==> config.mk <==
export PLATFORM = sky130hd
export DESIGN_NAME = uart_tx_fifo_flat
export DESIGN_NICKNAME = d
export VERILOG_FILES = /design/src/rtl/uart_tx_fifo_if.sv /design/src/rtl/uart_tx_fifo.sv /design/src/flat_wrapper.sv
export SDC_FILE = /design/constraint.sdc
export NUM_CORES = 1
export LEC_CHECK = 0
export CORE_ASPECT_RATIO = 1.25
export CORE_MARGIN = 8
export CORE_UTILIZATION = 64
export CTS_BUF_LIST = sky130_fd_sc_hd__clkbuf_16
export DETAILED_ROUTE_END_ITERATION = 7
export PLACE_DENSITY = 0.84
export SLEW_MARGIN = 20
export SYNTH_ARGS = -nofsm -noshare
export SYNTH_HDL_FRONTEND = slang
export SYNTH_SLANG_ARGS = --single-unit
==> constraint.sdc <==
create_clock -name clk -period 5 [get_ports clk]
set_input_delay 1 -clock clk [delete_from_list [all_inputs] [get_ports clk]]
set_output_delay 1 -clock clk [all_outputs]
set_load 0.02 [all_outputs]
==> src/rtl/uart_tx_fifo_if.sv <==
// Producer/UART-side bundle of the byte FIFO feeding the UART transmitter.
// master: environment (drives wr_en/wr_data and busy_tx from the UART).
// slave : the FIFO (drives status flags and the transmit/data_tx launch).
interface uart_tx_fifo_if #(
    parameter int DEPTH_LOG2 = 4
);
    logic                  wr_en;
    logic [7:0]            wr_data;
    logic                  full;
    logic                  empty;
    logic [DEPTH_LOG2:0]   count;
    logic                  overflow;
    logic                  idle;
    logic                  transmit;
    logic [7:0]            data_tx;
    logic                  busy_tx;

    modport master (
        output wr_en, wr_data, busy_tx,
        input  full, empty, count, overflow, idle, transmit, data_tx
    );

    modport slave (
        input  wr_en, wr_data, busy_tx,
        output full, empty, count, overflow, idle, transmit, data_tx
    );
endinterface

==> src/rtl/uart_tx_fifo.sv <==
// Byte FIFO plus launch controller feeding the UART transmit/data_tx/busy_tx handshake.
// Latency: write at edge N is launched (transmit=1) at edge N+1; no same-cycle fall-through.
// Backpressure: writes while full are dropped and latch sticky overflow; launches wait for busy_tx low.
// Ports: clk, nRst (sync active-low), bus (slave): wr_en/wr_data in, full/empty/count/overflow/idle out,
//        transmit/data_tx out to the UART, busy_tx in from the UART.
module uart_tx_fifo #(
    parameter int DEPTH_LOG2 = 4
) (
    input  logic          clk,
    input  logic          nRst,
    uart_tx_fifo_if.slave bus
);
    localparam int DEPTH = 2 ** DEPTH_LOG2;
    localparam logic [DEPTH_LOG2:0]   DEPTH_CNT = {1'b1, {DEPTH_LOG2{1'b0}}};
    localparam logic [DEPTH_LOG2:0]   CNT_ONE   = 1;
    localparam logic [DEPTH_LOG2-1:0] PTR_ONE   = 1;

    localparam logic [1:0] S_IDLE   = 2'd0;
    localparam logic [1:0] S_LAUNCH = 2'd1;
    localparam logic [1:0] S_WAIT   = 2'd2;

    logic [7:0]            mem_q [DEPTH];
    logic [7:0]            mem_d [DEPTH];
    logic [DEPTH_LOG2-1:0] wr_ptr_q, wr_ptr_d;
    logic [DEPTH_LOG2-1:0] rd_ptr_q, rd_ptr_d;
    logic [DEPTH_LOG2:0]   count_q, count_d;
    logic                  overflow_q, overflow_d;
    logic [1:0]            state_q, state_d;
    logic                  transmit_q, transmit_d;
    logic [7:0]            data_tx_q, data_tx_d;

    logic full_w, empty_w, wr_acc, pop;

    always_comb begin
        full_w     = (count_q == DEPTH_CNT);
        empty_w    = (count_q == '0);
        // Full is judged on the registered count: a pop in this cycle does not free a slot.
        wr_acc     = bus.wr_en && !full_w;
        pop        = 1'b0;

        mem_d      = mem_q;
        wr_ptr_d   = wr_ptr_q;
        rd_ptr_d   = rd_ptr_q;
        count_d    = count_q;
        overflow_d = overflow_q;
        state_d    = state_q;
        transmit_d = transmit_q;
        data_tx_d  = data_tx_q;

        case (state_q)
            S_IDLE: begin
                transmit_d = 1'b0;
                if (!empty_w && !bus.busy_tx) begin
                    data_tx_d  = mem_q[rd_ptr_q];
                    transmit_d = 1'b1;
                    rd_ptr_d   = rd_ptr_q + PTR_ONE;
                    pop        = 1'b1;
                    state_d    = S_LAUNCH;
                end
            end
            S_LAUNCH: begin
                // Hold the request until the UART acknowledges by going busy.
                if (bus.busy_tx) begin
                    transmit_d = 1'b0;
                    state_d    = S_WAIT;
                end
            end
            S_WAIT: begin
                if (!bus.busy_tx) begin
                    state_d = S_IDLE;
                end
            end
            default: begin
                transmit_d = 1'b0;
                state_d    = S_IDLE;
            end
        endcase

        if (wr_acc) begin
            mem_d[wr_ptr_q] = bus.wr_data;
            wr_ptr_d        = wr_ptr_q + PTR_ONE;
        end
        if (bus.wr_en && full_w) begin
            overflow_d = 1'b1;
        end

        case ({wr_acc, pop})
            2'b10:   count_d = count_q + CNT_ONE;
            2'b01:   count_d = count_q - CNT_ONE;
            default: count_d = count_q;
        endcase
    end

    // Storage needs no reset: count/pointers define which entries are valid.
    always_ff @(posedge clk) begin
        mem_q <= mem_d;
    end

    always_ff @(posedge clk) begin
        if (!nRst) begin
            wr_ptr_q   <= '0;
            rd_ptr_q   <= '0;
            count_q    <= '0;
            overflow_q <= 1'b0;
            state_q    <= S_IDLE;
            transmit_q <= 1'b0;
            data_tx_q  <= '0;
        end else begin
            wr_ptr_q   <= wr_ptr_d;
            rd_ptr_q   <= rd_ptr_d;
            count_q    <= count_d;
            overflow_q <= overflow_d;
            state_q    <= state_d;
            transmit_q <= transmit_d;
            data_tx_q  <= data_tx_d;
        end
    end

    assign bus.full     = full_w;
    assign bus.empty    = empty_w;
    assign bus.count    = count_q;
    assign bus.overflow = overflow_q;
    assign bus.transmit = transmit_q;
    assign bus.data_tx  = data_tx_q;
    // Idle means every queued byte has also left the UART shift register.
    assign bus.idle     = empty_w && (state_q == S_IDLE) && !bus.busy_tx;
endmodule

==> src/flat_wrapper.sv <==
// flat-port wrapper written by rule: the top's interface ports become plain ports
module uart_tx_fifo_flat 
#(
    parameter int DEPTH_LOG2 = 4
)
  (clk, nRst, bus_wr_en, bus_wr_data, bus_busy_tx, bus_full, bus_empty, bus_count, bus_overflow, bus_idle, bus_transmit, bus_data_tx);
  uart_tx_fifo_if #(.DEPTH_LOG2(DEPTH_LOG2)) bus_i ();
  input  logic clk;
  input  logic nRst;
  input wire logic [$bits(bus_i.wr_en)-1:0] bus_wr_en;
  input wire logic [$bits(bus_i.wr_data)-1:0] bus_wr_data;
  input wire logic [$bits(bus_i.busy_tx)-1:0] bus_busy_tx;
  output wire logic [$bits(bus_i.full)-1:0] bus_full;
  output wire logic [$bits(bus_i.empty)-1:0] bus_empty;
  output wire logic [$bits(bus_i.count)-1:0] bus_count;
  output wire logic [$bits(bus_i.overflow)-1:0] bus_overflow;
  output wire logic [$bits(bus_i.idle)-1:0] bus_idle;
  output wire logic [$bits(bus_i.transmit)-1:0] bus_transmit;
  output wire logic [$bits(bus_i.data_tx)-1:0] bus_data_tx;
  assign bus_i.wr_en = bus_wr_en;
  assign bus_i.wr_data = bus_wr_data;
  assign bus_i.busy_tx = bus_busy_tx;
  assign bus_full = bus_i.full;
  assign bus_empty = bus_i.empty;
  assign bus_count = bus_i.count;
  assign bus_overflow = bus_i.overflow;
  assign bus_idle = bus_i.idle;
  assign bus_transmit = bus_i.transmit;
  assign bus_data_tx = bus_i.data_tx;
  uart_tx_fifo #(.DEPTH_LOG2(DEPTH_LOG2)) u_core (.clk(clk), .nRst(nRst), .bus(bus_i));
endmodule
==> impl_metrics.toml <==
[status]
outcome = "completed"

[synthesis]
synth_ff_type = "edfxtp_1"
synthCells = 382
ys_warn_count = 0
syn_nets = 402
ys_seq_area_frac = 0.710
synth_edf_count = 128
syn_avg_cell_area_um2 = 16.0
async_flop_share = 0
synth_seq_cells = 153
yosysUniqueCellTypes = 39
syn_area_um2 = 6120

[detailed_routing]
via_per_inst = 6.41
drc = 0
vias = 3521
routed_wl_um = 12800
drtPass1Iterations = 4
ant_nets = 0
drt_iter0_drc = 428
wl_per_cell_um = 23.4

[clocking]
clock_path_buffers = 2
cts_tree = "built"
cts_buffers = 17
cts_sinks = 153
cts_setup_buffers = 0
clkTransAtPathRegs_ps = 60
htreeDepth = 4
cts_root_buf = "clkbuf_16"
worst_skew_pair.late_latency_ps = 420
cts-resized-gates = 0
ctsHoldBuffers = 0

[pwr]
p_leak_nw = 2.29
vdd_drop_max_mv = 0.294
p_per_area_nw_per_um2 = 498

[floorplanning]
coreArea_um2 = 9460
die_h_um = 125
die_area_um2 = 13000
rows = 40
die_w_um = 103
ios = 30
initial_utilization = 0.647

[grt]
grt_overflow_total = 0
antenna_found_initial = 0
grt_pass1_vias = 3482
grt_pass1_wl_um = 19600
grt_usage = 0.211
grt_max_degree = 30

[final_layout]
mostFrequentLayoutCell = "edfxtp_1"
final_cell_mix = "128 x edfxtp_1, 37 x mux2i_1, 36 x nor2_1"
fill_cells = 535
layout.cells.non_filler = 549
area_growth_pct = 15.9
drive_above_1_share = 0.135
n_antenna_cell = 0
nets = 430
fin_util = 0.750

[min_path]
hold_class = "reg -> reg"

[sta]
finClkSkew_ps = 7.79
drv_slew = 0
tightest_slew_ps = 869
hold-worst-slack_ps = 485
final.period_utilization = 0.723
fmax_mhz = 277
rsz0062_at_grt = "false"
slew_headroom = 0.419
setup_viol = 0
fin_tns_setup_ps = 0
period_minus_slack_ps = 3610
hold_viol = 0

[run]
drv_cap = 0

[worst_setup_path]
end_kind = "primary output"
crit_required_ps = 4000
crit_fanout = 4
worst_setup_path_start_kind = "input port"
critPathArrivalTime_ps = 2610
criticalPathCategory = "in -> out"

[placed_design]
place.gp.congestion = 0.832
port-buffer-count = 29
dp_hpwl_um = 7580
placed_cells = 517
## final timing paths
path | startpoint | endpoint | slack [ps] | cells past startpoint
worst max register to register | u_core.bus.count[2] | u_core.bus.count[2] | 2100 | 10
worst min-delay path | u_core.bus.overflow | u_core.bus.overflow | 480 | 2
worst min register to register | u_core.bus.overflow | u_core.bus.overflow | 480 | 2
worst max-delay path | bus_busy_tx | bus_idle | 1390 | 4
## cell families (layout without fill, tap and decap cells)
logic type / after synthesis / count (layout) / share of synthesized area
DFF: 153 / 153 / 0.710
muxes: 54 / 54 / 0.121
buffers and inverters: 30 / 71 / 0.0213
adders and majority gates: 8 / 8 / 0.0164
AOI/OAI and AO/OA: 58 / 58 / 0.0632
and+or+nand+nor: 68 / 68 / 0.0525
xor gates and xnor gates: 11 / 11 / 0.0157
## sequential cells by signal (all words and copies together) (netlist names)
register             flops
u_core.bus.transmit      1
u_core.bus.overflow      1
u_core.mem_q           128
u_core.wr_ptr_q          4
u_core.state_q           2
u_core.bus.count         5
u_core.bus.data_tx       8
u_core.rd_ptr_q          4
## metal layers
metal	vias to the layer above	GRT usage	part of all wire
met3	43	0.0561	0.074
met1	1775	0.258	0.38
met2	170	0.323	0.49
met4	0	0.127	0.048
li1	1533	-	-
met5	-	0	0
## where the power goes
part / total, mW / internal (mW) / switching, mW
combinational: 0.743 / 0.321 / 0.422
clock: 1.25 / 0.774 / 0.480
sequential: 1.54 / 1.47 / 0.0693
total: 3.53 / 2.56 / 0.971
## synthesized netlist by cell type (all sizes together), types with 3 or more instances
library cell | count | share of area
ha | 8 | 0.016
inv | 6 | 0.0037
dfxtp | 25 | 0.082
xor2 | 8 | 0.011
nor2 | 36 | 0.022
and3 | 4 | 0.0041
nand2b | 3 | 0.0031
nand2 | 7 | 0.0043
o22ai | 17 | 0.017
buf | 9 | 0.0084
edfxtp | 128 | 0.63
a22oi | 9 | 0.011
clkbuf | 15 | 0.0092
mux2i | 37 | 0.061
o21ai | 9 | 0.0074
o211ai | 4 | 0.0072
mux4 | 16 | 0.059
xnor2 | 3 | 0.0043
a21oi | 4 | 0.0033
nor3 | 5 | 0.0041
a31oi | 10 | 0.010
## critical path, cell delays in order
cell and delay, ps:
clkdlybuf4s50_1 440, nor3_1 350, and3_1 220, clkdlybuf4s50_1 600
## final cells by class
cell class / count / area [µm²] / area share
sequential: 153 / 4350 / 0.613
clock inverter: 15 / 160 / 0.0226
inverter: 6 / 22.5 / 0.00318
timing repair buffer: 33 / 320 / 0.0452
tap: 126 / 158 / 0.0222
multi-input combinational: 199 / 1660 / 0.234
clock buffer: 17 / 425 / 0.0600
## stage by stage
step,cell area (µm²),power [mW],setup WS [ps]
after floorplan,6120,2.04,1760
after global placement,6490,2.26,1320
after detailed placement,6490,2.29,1190
after CTS,7080,3.55,1370
after global routing,7090,3.65,1290
final,7090,3.53,1390
Power figures use the tool's default switching activity.
